$ cat config.mk
export PLATFORM = sky130hd
export DESIGN_NAME = memory_access_stage
export DESIGN_NICKNAME = d
export VERILOG_FILES = /design/src/rtl/memory_access_stage.sv
export SDC_FILE = /design/constraint.sdc
export NUM_CORES = 1
export LEC_CHECK = 0
export ABC_AREA = 1
export ABC_CLOCK_PERIOD_IN_PS = 6100
export CAP_MARGIN = 20
export CORE_MARGIN = 8
export CORE_UTILIZATION = 25
export CTS_BUF_LIST = sky130_fd_sc_hd__clkbuf_8
export DETAILED_ROUTE_END_ITERATION = 8
export PLACE_DENSITY = 0.36
export SKIP_LAST_GASP = 1
export SYNTH_ARGS = -nofsm -noshare
export SYNTH_HDL_FRONTEND = slang
export SYNTH_SLANG_ARGS = --single-unit
$ cat constraint.sdc
create_clock -name clk -period 6.1 [get_ports clk]
set_clock_uncertainty 0.15 [all_clocks]
set_input_delay 1.525 -clock clk [delete_from_list [all_inputs] [get_ports clk]]
set_output_delay 1.525 -clock clk [all_outputs]
set_load 0.05 [all_outputs]
$ cat src/rtl/memory_access_stage.sv
// -----------------------------------------------------------------------------
// memory_access_stage
//
// MEM stage of the pipeline: a 2^ADDR_WIDTH-word data memory followed by the
// MEM/WB pipeline register. All state updates on the falling edge of clk.
// Each access takes WAIT_STATES+1 cycles. The stage raises stall for the first
// WAIT_STATES of them and inserts a write-back bubble on each of those cycles.
//
// Optional feature macro: SUBWORD_ACCESS_EN
//   When defined, resultIn is a byte address. The stage then supports byte,
//   half and word loads/stores, and loads can be sign- or zero-extended.
//   This mode requires DATA_WIDTH = 32.
//   When undefined, accessSize and loadUnsigned are ignored and all accesses
//   are whole words.
//
// Ports:
//   clk                 in   pipeline clock, state changes on negedge
//   resetN              in   asynchronous active-low reset
//   writeBackControlIn  in   [WB_WIDTH]   write-back control from execute
//   memAccessControl    in   [2]          bit1 memRead, bit0 memWrite
//   accessSize          in   [2]          00 byte, 01 half, 10/11 word
//   loadUnsigned        in   1            zero-extend sub-word loads
//   resultIn            in   [DATA_WIDTH] ALU result / memory address
//   writeData           in   [DATA_WIDTH] store data
//   rdIn                in   [RD_WIDTH]   destination register
//   stall               out  1            combinational hold request upstream
//   writeBackControlOut out  [WB_WIDTH]   registered
//   readData            out  [DATA_WIDTH] registered load data
//   resultOut           out  [DATA_WIDTH] registered pass-through of resultIn
//   rdOut               out  [RD_WIDTH]   registered pass-through of rdIn
// -----------------------------------------------------------------------------
module memory_access_stage #(
  parameter int DATA_WIDTH  = 32,
  parameter int ADDR_WIDTH  = 5,
  parameter int WB_WIDTH    = 2,
  parameter int RD_WIDTH    = 5,
  parameter int WAIT_STATES = 0
) (
  input  logic                  clk,
  input  logic                  resetN,
  input  logic [WB_WIDTH-1:0]   writeBackControlIn,
  input  logic [1:0]            memAccessControl,
  input  logic [1:0]            accessSize,
  input  logic                  loadUnsigned,
  input  logic [DATA_WIDTH-1:0] resultIn,
  input  logic [DATA_WIDTH-1:0] writeData,
  input  logic [RD_WIDTH-1:0]   rdIn,
  output logic                  stall,
  output logic [WB_WIDTH-1:0]   writeBackControlOut,
  output logic [DATA_WIDTH-1:0] readData,
  output logic [DATA_WIDTH-1:0] resultOut,
  output logic [RD_WIDTH-1:0]   rdOut
);

  localparam int DEPTH    = 2 ** ADDR_WIDTH;
  localparam bit HAS_WAIT = (WAIT_STATES > 0);
  localparam int CNT_W    = HAS_WAIT ? $clog2(WAIT_STATES + 1) : 1;
  localparam int CNT_INIT = HAS_WAIT ? WAIT_STATES - 1 : 0;

  typedef enum logic {
    S_IDLE = 1'b0,
    S_WAIT = 1'b1
  } state_t;

  state_t                r_state;
  logic [CNT_W-1:0]      r_cnt;

  // Storage holds (contents XOR word index). At power-up the array is
  // all zeros, so word i then reads back as i, with no load sequence.
  logic [DATA_WIDTH-1:0] r_mem [DEPTH];

  logic                  w_mem_read;
  logic                  w_mem_write;
  logic                  w_access;
  logic                  w_stall;
  logic                  w_complete;
  logic                  w_mem_we;
  logic [ADDR_WIDTH-1:0] w_index;
  logic [DATA_WIDTH-1:0] w_word;
  logic [DATA_WIDTH-1:0] w_load;
  logic [DATA_WIDTH-1:0] w_store_word;

  // Scrambling key applied to a word: its zero-extended index.
  function automatic logic [DATA_WIDTH-1:0] index_key(input logic [ADDR_WIDTH-1:0] idx);
    return DATA_WIDTH'(idx);
  endfunction

`ifdef SUBWORD_ACCESS_EN
  logic [1:0] w_lane;

  // Select the addressed lane and extend it to a full word.
  function automatic logic [DATA_WIDTH-1:0] load_extract(
    input logic [DATA_WIDTH-1:0] word,
    input logic [1:0]            lane,
    input logic [1:0]            size,
    input logic                  uns
  );
    logic [DATA_WIDTH-1:0] v_byte_sh;
    logic [DATA_WIDTH-1:0] v_half_sh;
    logic [DATA_WIDTH-1:0] v_res;
    v_byte_sh = word >> {lane, 3'b000};
    v_half_sh = word >> {lane[1], 4'b0000};
    case (size)
      2'b00: begin
        if (uns) begin
          v_res = {{(DATA_WIDTH-8){1'b0}}, v_byte_sh[7:0]};
        end else begin
          v_res = {{(DATA_WIDTH-8){v_byte_sh[7]}}, v_byte_sh[7:0]};
        end
      end
      2'b01: begin
        if (uns) begin
          v_res = {{(DATA_WIDTH-16){1'b0}}, v_half_sh[15:0]};
        end else begin
          v_res = {{(DATA_WIDTH-16){v_half_sh[15]}}, v_half_sh[15:0]};
        end
      end
      default: v_res = word;
    endcase
    return v_res;
  endfunction

  // Merge store data into the old word.
  // Half stores align down to an even lane.
  function automatic logic [DATA_WIDTH-1:0] store_merge(
    input logic [DATA_WIDTH-1:0] old_word,
    input logic [DATA_WIDTH-1:0] wdata,
    input logic [1:0]            lane,
    input logic [1:0]            size
  );
    logic [DATA_WIDTH-1:0] v_mask;
    logic [DATA_WIDTH-1:0] v_data;
    case (size)
      2'b00: begin
        v_mask = {{(DATA_WIDTH-8){1'b0}}, 8'hFF} << {lane, 3'b000};
        v_data = {(DATA_WIDTH/8){wdata[7:0]}};
      end
      2'b01: begin
        v_mask = {{(DATA_WIDTH-16){1'b0}}, 16'hFFFF} << {lane[1], 4'b0000};
        v_data = {(DATA_WIDTH/16){wdata[15:0]}};
      end
      default: begin
        v_mask = {DATA_WIDTH{1'b1}};
        v_data = wdata;
      end
    endcase
    return (old_word & ~v_mask) | (v_data & v_mask);
  endfunction

  assign w_index      = resultIn[ADDR_WIDTH+1:2];
  assign w_lane       = resultIn[1:0];
  assign w_load       = load_extract(w_word, w_lane, accessSize, loadUnsigned);
  assign w_store_word = store_merge(w_word, writeData, w_lane, accessSize);
`else
  logic w_unused;

  assign w_index      = resultIn[ADDR_WIDTH-1:0];
  assign w_load       = w_word;
  assign w_store_word = writeData;
  assign w_unused     = ^{accessSize, loadUnsigned};
`endif

  assign w_mem_read  = memAccessControl[1];
  assign w_mem_write = memAccessControl[0];
  assign w_access    = w_mem_read | w_mem_write;
  assign w_word      = r_mem[w_index] ^ index_key(w_index);
  assign w_mem_we    = w_complete & w_mem_write;
  assign stall       = w_stall;

  // Stall request and the access-completes-this-edge decision.
  // Both are forced low while reset is held.
  always_comb begin
    w_stall    = 1'b0;
    w_complete = 1'b0;
    if (!resetN) begin
      w_stall    = 1'b0;
      w_complete = 1'b0;
    end else begin
      case (r_state)
        S_IDLE: begin
          if (w_access) begin
            if (HAS_WAIT) begin
              w_stall = 1'b1;
            end else begin
              w_complete = 1'b1;
            end
          end else begin
            w_complete = 1'b0;
          end
        end
        S_WAIT: begin
          if (r_cnt != {CNT_W{1'b0}}) begin
            w_stall = 1'b1;
          end else begin
            w_complete = 1'b1;
          end
        end
        default: begin
          w_stall    = 1'b0;
          w_complete = 1'b0;
        end
      endcase
    end
  end

  // Latency FSM and MEM/WB pipeline register.
  // While stalled only the write-back control changes: it is forced to 0
  // (a bubble).
  always_ff @(negedge clk or negedge resetN) begin
    if (!resetN) begin
      r_state             <= S_IDLE;
      r_cnt               <= {CNT_W{1'b0}};
      writeBackControlOut <= {WB_WIDTH{1'b0}};
      readData            <= {DATA_WIDTH{1'b0}};
      resultOut           <= {DATA_WIDTH{1'b0}};
      rdOut               <= {RD_WIDTH{1'b0}};
    end else begin
      case (r_state)
        S_IDLE: begin
          if (w_stall) begin
            r_state             <= S_WAIT;
            r_cnt               <= CNT_W'(CNT_INIT);
            writeBackControlOut <= {WB_WIDTH{1'b0}};
          end else begin
            writeBackControlOut <= writeBackControlIn;
            resultOut           <= resultIn;
            rdOut               <= rdIn;
            readData            <= w_mem_read ? w_load : {DATA_WIDTH{1'b0}};
          end
        end
        S_WAIT: begin
          if (w_stall) begin
            r_cnt               <= r_cnt - CNT_W'(1'b1);
            writeBackControlOut <= {WB_WIDTH{1'b0}};
          end else begin
            r_state             <= S_IDLE;
            writeBackControlOut <= writeBackControlIn;
            resultOut           <= resultIn;
            rdOut               <= rdIn;
            readData            <= w_mem_read ? w_load : {DATA_WIDTH{1'b0}};
          end
        end
        default: begin
          r_state <= S_IDLE;
          r_cnt   <= {CNT_W{1'b0}};
        end
      endcase
    end
  end

  // Data memory write port.
  // It is only enabled on the completing edge, so each access writes once.
  always_ff @(negedge clk) begin
    if (w_mem_we) begin
      r_mem[w_index] <= w_store_word ^ index_key(w_index);
    end
  end

endmodule

==> reports/results.ini, run 1 <==
[setup_path]
rr_worst_depth = 8
cpPeakStageDelay_ps = 440
cp-end-kind = primary output
cp_slowest_cell = dfrtn_1
cpMostUsedCell = buf_12
cp_data_required_time_ps = 4430
start_kind = register
crit_type = reg2out
cp_cell_sequence = nand2_4 -> nor2_4 -> buf_12 -> buf_12
r2r_slack_ps = 3980
r2r-end = r_mem[18][23]
cp.arrival_ps = 4750
cp_max_fo = 2
r2r_start = r_state

[cts]
numCtsBuffers = 209
htreeDepth = 4
path_clk_slew_ps = 40
tritoncts = done
ctsLongestPathBuffers = 3
hold_buffers = 0
clock-sinks = 1097
clk_latency_ps = 860
root_buffer = clkbuf_8

[floorplan]
io_pins = 150
start_util_pct = 25.07
core_area_um2 = 166700
rows = 150
die_h_um = 424.8
die_w_um = 424.8
die_area_um2 = 180500

[route]
drc = 0
firstDrtPassIters = 5
ant_nets = 0
drtIter0Drc = 1954
routed_wirelength_um = 151900
via_count = 30590
viasPerCell = 4.350
wire_per_inst_um = 21.61

[run]
maxCapViolCount = 0

[layout]
area_growth_pct = 38.31
layout.cells.non_filler = 7032
drive_gt1_share_pct = 15.98
fin_util_pct = 34.67
multi_input_area_um2 = 8631
fin_nets = 4741
regArea_um2 = 32580
fill_cells = 17120

[run_status]
violations = setup timing
status = finished, violations left

[timing]
holdWs_ps = 296.4
finalSetupViolCount = 39
final.setup.tns_ps = -1347
rsz0062_at_grt = yes
worst_pin_slew_ps = 537.9
relSlewSlack_pct = 64.14
hold_viol = 0
drv_slew = 0
setup_ws_ps = -325.1

[power]
p_leak_nw = 25.21
finalPower_w = 0.01906
peakVddDrop_uv = 216.4
p_per_area_nw_per_um2 = 329.9

[global_routing]
gr-usage-all-layers_pct = 16.48
grt_pass1_wl_um = 215300
grt_antenna_before_repair = 4
grt_max_degree = 39
grt_overflow_total = 0
grt_pass1_vias = 32920

[min_path]
hold_path.startpoint = rdOut[2]
hold_class = reg2reg
hold_depth = 2
min_to = rdOut[2]

[logic_synthesis]
ys_types = 27
syn_avg_cell_area_um2 = 13.46
ys_seq_area_share_pct = 77.97
yosys_warnings = 0
syn_area_um2 = 41780
ys_ff_latch = 1097
syn_inst = 3103
synthesis.nets = 3181

[placed_design]
place.port_buffers = 146
dpl.hpwl_um = 86810
dp.cells = 5608
routabilityCongestion = 0.7108

==> layout by cell type (no fill, tap or decap), types with 49 or more instances in the layout <==
cell and count:
nand2_1 1263, buf_12 150, nor2_1 72, clkbuf_8 214, clkdlybuf4s50_1 71, edfxtp_1 1024
nand4_1 95, buf_6 49, a22oi_1 272, dfrtn_1 73, buf_4 210, inv_1 1122
==> power breakdown <==
group	internal [W]	leakage, nW	switching [W]
registers	0.00838	10.1	0.0000350
clock network	0.00453	7.64	0.00494
logic	0.000419	7.46	0.000755
total	0.0133	25.2	0.00573
==> worst max-delay path by stage <==
stage               slack (ps)             to   startpoint  cells after the start
global placement          -820    readData[3]  resultIn[3]                     12
global route              -430          stall        r_cnt                      4
floorplan                 -360   r_mem[11][0]  resultIn[0]                      7
CTS                       -450          stall        r_cnt                      4
detailed placement        -810  r_mem[18][24]  resultIn[4]                      7
finish                    -330          stall        r_cnt                      4
==> worst max-delay path: cells and delay by family, from the launching register on <==
family,cells,cell delay (ps)
buffers and inverters,2,290
DFF,1,440
and+or+nand+nor,2,180
==> timing repair <==
item,4_1_cts,5_1_grt
resized for setup,51,3
pin swaps,2,2
endpoints found under the setup margin,72,81
endpoints found under the hold margin,0,0
buffers inserted,10,15
==> registers in the layout, indices dropped and copies added, names as in the netlist <==
signal               flops
r_cnt                    1
r_mem                 1024
r_state                  1
rdOut                    5
readData                32
resultOut               32
writeBackControlOut      2
==> area by class of cell <==
type	instances	area share, %
tap	2204	4.772
antenna	2	0.008660
multi-input combinational	1814	14.93
sequential	1097	56.37
clock inverter	1184	8.435
clock buffer	214	5.097
timing repair buffer	482	10.13
inverter	35	0.2555
==> kinds of logic after synthesis <==
| group | after synthesis | share of synthesized area, % |
|---|---|---|
| and+or+nand+nor | 1505 | 14.32 |
| DFF | 1097 | 77.97 |
| AOI/OAI and AO/OA | 304 | 5.271 |
| buffers and inverters | 192 | 2.333 |
| xor gates and xnor gates | 5 | 0.1048 |
==> cells in the mapped netlist <==
cell / n / area [µm²]
inv_2: 5 / 18.77
nand3b_1: 1 / 7.510
inv_4: 3 / 18.77
inv_1: 27 / 101.4
nor2_2: 2 / 12.51
nor2_8: 2 / 40.04
nor2_4: 1 / 11.26
nand4_1: 95 / 594.3
buf_6: 8 / 90.09
nand2_8: 1 / 20.02
edfxtp_1: 1024 / 30750
clkinv_1: 1 / 3.750
clkbuf_1: 25 / 93.84
a22oi_1: 272 / 2042
nand2_1: 1270 / 4767
buf_1: 8 / 30.03
and2_1: 1 / 6.260
o21ai_0: 6 / 30.03
nand2_2: 3 / 18.77
a21oi_1: 23 / 115.1
nor2_1: 111 / 416.7
dfrtn_1: 73 / 1827
buf_2: 98 / 490.5
nand3_1: 18 / 90.09
o21ai_1: 3 / 15.01
buf_4: 17 / 127.6
xor2_1: 5 / 43.79
==> metrics by stage <==
| step | instance area (µm²) | worst slack (ps) |
|---|---|---|
| after floorplan | 42110 | -357.4 |
| after global placement | 49570 | -821.3 |
| after detailed placement | 49570 | -810.5 |
| after CTS | 57650 | -445.6 |
| after global routing | 57790 | -433.9 |
| final | 57790 | -325.1 |
==> layer usage <==
metal	routed length, µm	part of all wire, %	track usage (%)
met1	70150	46	21.34
met3	7505	4.9	4.863
met4	2491	1.6	6.892
met2	71780	47	25.80
met5	0	0	0
No activity file was read; power rests on OpenSTA's default activity.
==> run 2: changes to the inputs <==
--- a/config.mk
+++ b/config.mk
@@ -12,7 +12,8 @@
 export CORE_UTILIZATION = 25
 export CTS_BUF_LIST = sky130_fd_sc_hd__clkbuf_8
 export DETAILED_ROUTE_END_ITERATION = 8
-export PLACE_DENSITY = 0.36
+export DONT_BUFFER_PORTS = 1
+export PLACE_DENSITY = 0.35
 export SKIP_LAST_GASP = 1
 export SYNTH_ARGS = -nofsm -noshare
 export SYNTH_HDL_FRONTEND = slang
==> run 2 against run 1 <==
The flow still finishes with violations (setup timing). Clock-buffer cell count down 1. Wire length down 0.99%. Utilization down 1.2 points. Combinational power down 35%. Design area down 3.3%. Clock power about the same. Worst hold slack better by 28 ps.
==> reports/results.ini, run 2 (synthesis gave the netlist of run 1 again) <==
[layout]
final_cell_mix = nand2_1, inv_1, edfxtp_1
final_common_cell = nand2_1
fin_nets = 4557  ; -3.9%
area_growth_pct = 33.72
top_register = r_mem
largest_reg_flops = 1024  ; unchanged
drive_gt1_share_pct = 13.93  ; -2.0 points
fill_cells = 17180  ; +0.36%
largestRegisters = r_mem x1024, readData x32, resultOut x32

[min_path]
hold_depth = 2  ; unchanged
hold_path.startpoint = r_cnt
hold_class = reg2reg
min_to = r_cnt

[timing]
drv_slew = 0  ; unchanged
setup_ws_ps = -260.2  ; +64.93 ps
final.setup.tns_ps = -9088  ; -7741 ps
relSlewSlack_pct = 61.89  ; -2.3 points
finalSetupViolCount = 72  ; +85%
hold_viol = 0  ; unchanged
worst_pin_slew_ps = 571.7  ; +33.77 ps
rsz0062_at_grt = yes
holdWs_ps = 324.3  ; +27.93 ps

[floorplan]
start_util_pct = 25.07  ; unchanged
io_pins = 150  ; unchanged
die_area_um2 = 180500  ; unchanged
core_area_um2 = 166700  ; unchanged
die_w_um = 424.8  ; unchanged
rows = 150  ; unchanged
die_h_um = 424.8  ; unchanged

[power]
combPwrFrac_pct = 4.0  ; -2.2 points
p_clk_share_pct = 50.5  ; +0.8 points
power_frac_seq_pct = 45.5  ; +1.4 points
switchingPower_w = 0.005587  ; -2.6%
finalPower_w = 0.01876  ; -1.6%
cell_internal_pwr_w = 0.01317  ; -1.2%
p_per_area_nw_per_um2 = 335.7  ; +1.8%
p_leak_nw = 24.31  ; -3.6%
peakVddDrop_uv = 200.9  ; -7.2%
swShare_pct = 29.79  ; -0.29 points

[route]
firstDrtPassIters = 6  ; +1
wire_per_inst_um = 21.96  ; +1.6%
ant_nets = 0  ; unchanged
drc = 0  ; unchanged
via_count = 29700  ; -2.9%
drtIter0Drc = 1739  ; -11%
viasPerCell = 4.336  ; -0.33%
routed_wirelength_um = 150400  ; -0.99%

[cts]
clk_latency_ps = 850  ; about the same
numCtsBuffers = 211  ; +0.96%
path_clk_slew_ps = 40  ; about the same
clock-sinks = 1097  ; unchanged
ctsLongestPathBuffers = 3  ; unchanged
htreeDepth = 4  ; unchanged
tritoncts = done
root_buffer = clkbuf_8

[run]
maxCapViolCount = 0  ; unchanged

[placed_design]
place.port_buffers = 0  ; -100%
routabilityCongestion = 0.7224  ; +1.6%
dpl.hpwl_um = 87390  ; +0.67%
preCtsSetupSlack_ps = -247.1  ; +563.4 ps

[global_routing]
grt_pass1_vias = 32520  ; -1.2%
grt_overflow_total = 0  ; unchanged
gr-usage-all-layers_pct = 16.35  ; -0.14 points
grt_max_degree = 75  ; +92%
grt_antenna_before_repair = 5  ; +1
grt_pass1_wl_um = 213700  ; -0.77%

[setup_path]
cp_max_fo = 5  ; +3
cp-end-kind = primary output
r2r-end = readData[0]
cp_data_required_time_ps = 4430  ; about the same
r2r_slack_ps = 3780  ; -200 ps
rr_worst_depth = 12  ; +4
start_kind = register
cp.arrival_ps = 4690  ; -60 ps
crit_type = reg2out
r2r_start = r_cnt

[run_status]
status = finished, violations left
violations = setup timing

## run 2: critical path, cell delays in order, from the launching register on
cell and delay [ps]:
dfrtn_1 420, nand2_2 80, nor2_4 110, clkbuf_16 200
## run 2: layer usage
metal	GRT usage [%]	wire (µm)	vias up
met5	0	0	-
met4	6.315	2480	0
met3	5.657	8225	195
met2	26.34	72480	767
met1	20.20	67230	14800
li1	-	-	13940
## run 2: per-stage QoR
step / instance area, µm² / util, % / std cells
2_1_floorplan: 42110 / - / 3103
3_5_place_dp: 47870 / 28.72 / 5438
5_1_grt: 55870 / 33.52 / 6851
4_1_cts: 55850 / 33.51 / 6845
3_3_place_gp: 47870 / 28.72 / 5438
6_report: 55870 / 33.52 / 6851
## run 2: worst max-delay path by stage
stage,start,endpoint,slack (ps),cells after the start
2_1_floorplan,resultIn[0],r_mem[11][0],-360,7
3_3_place_gp,resultIn[3],readData[10],-250,13
3_5_place_dp,resultIn[3],readData[10],-250,13
4_1_cts,r_cnt,stall,-390,3
5_1_grt,r_cnt,stall,-400,3
6_report,r_cnt,stall,-260,3
## run 2: timing repair
item / 4_1_cts / 5_1_grt
hold buffers: 0 / 0
gates resized for setup: 2 / 1
endpoints found under the setup margin: 72 / 72
hold endpoints to repair: 0 / 0
pin swaps: 1 / 2
buffers inserted: 3 / 2
gates cloned: 4 / 0
## run 2: layout make-up
class                      count  area (µm²)  area share, %
antenna                        4       10.01        0.01792
timing repair buffer         296        3941          7.054
sequential                  1097       32580          58.31
inverter                      35       143.9         0.2575
multi-input combinational   1814        8621          15.43
clock inverter              1188        4890          8.752
tap                         2204        2758          4.936
clock buffer                 213        2932          5.247
## run 2: power groups by stage
| stage | Combinational [W] | Clock [W] | Sequential, W |
|---|---|---|---|
| 6_report | 0.000756 | 0.00947 | 0.00853 |
| 5_1_grt | 0.000834 | 0.0108 | 0.00852 |
| 4_1_cts | 0.000776 | 0.00995 | 0.00853 |
| 3_5_place_dp | 0.000772 | 0.000993 | 0.00862 |
| 3_3_place_gp | 0.000777 | 0.000993 | 0.00862 |
| 2_1_floorplan | 0.000409 | 0.000993 | 0.00860 |
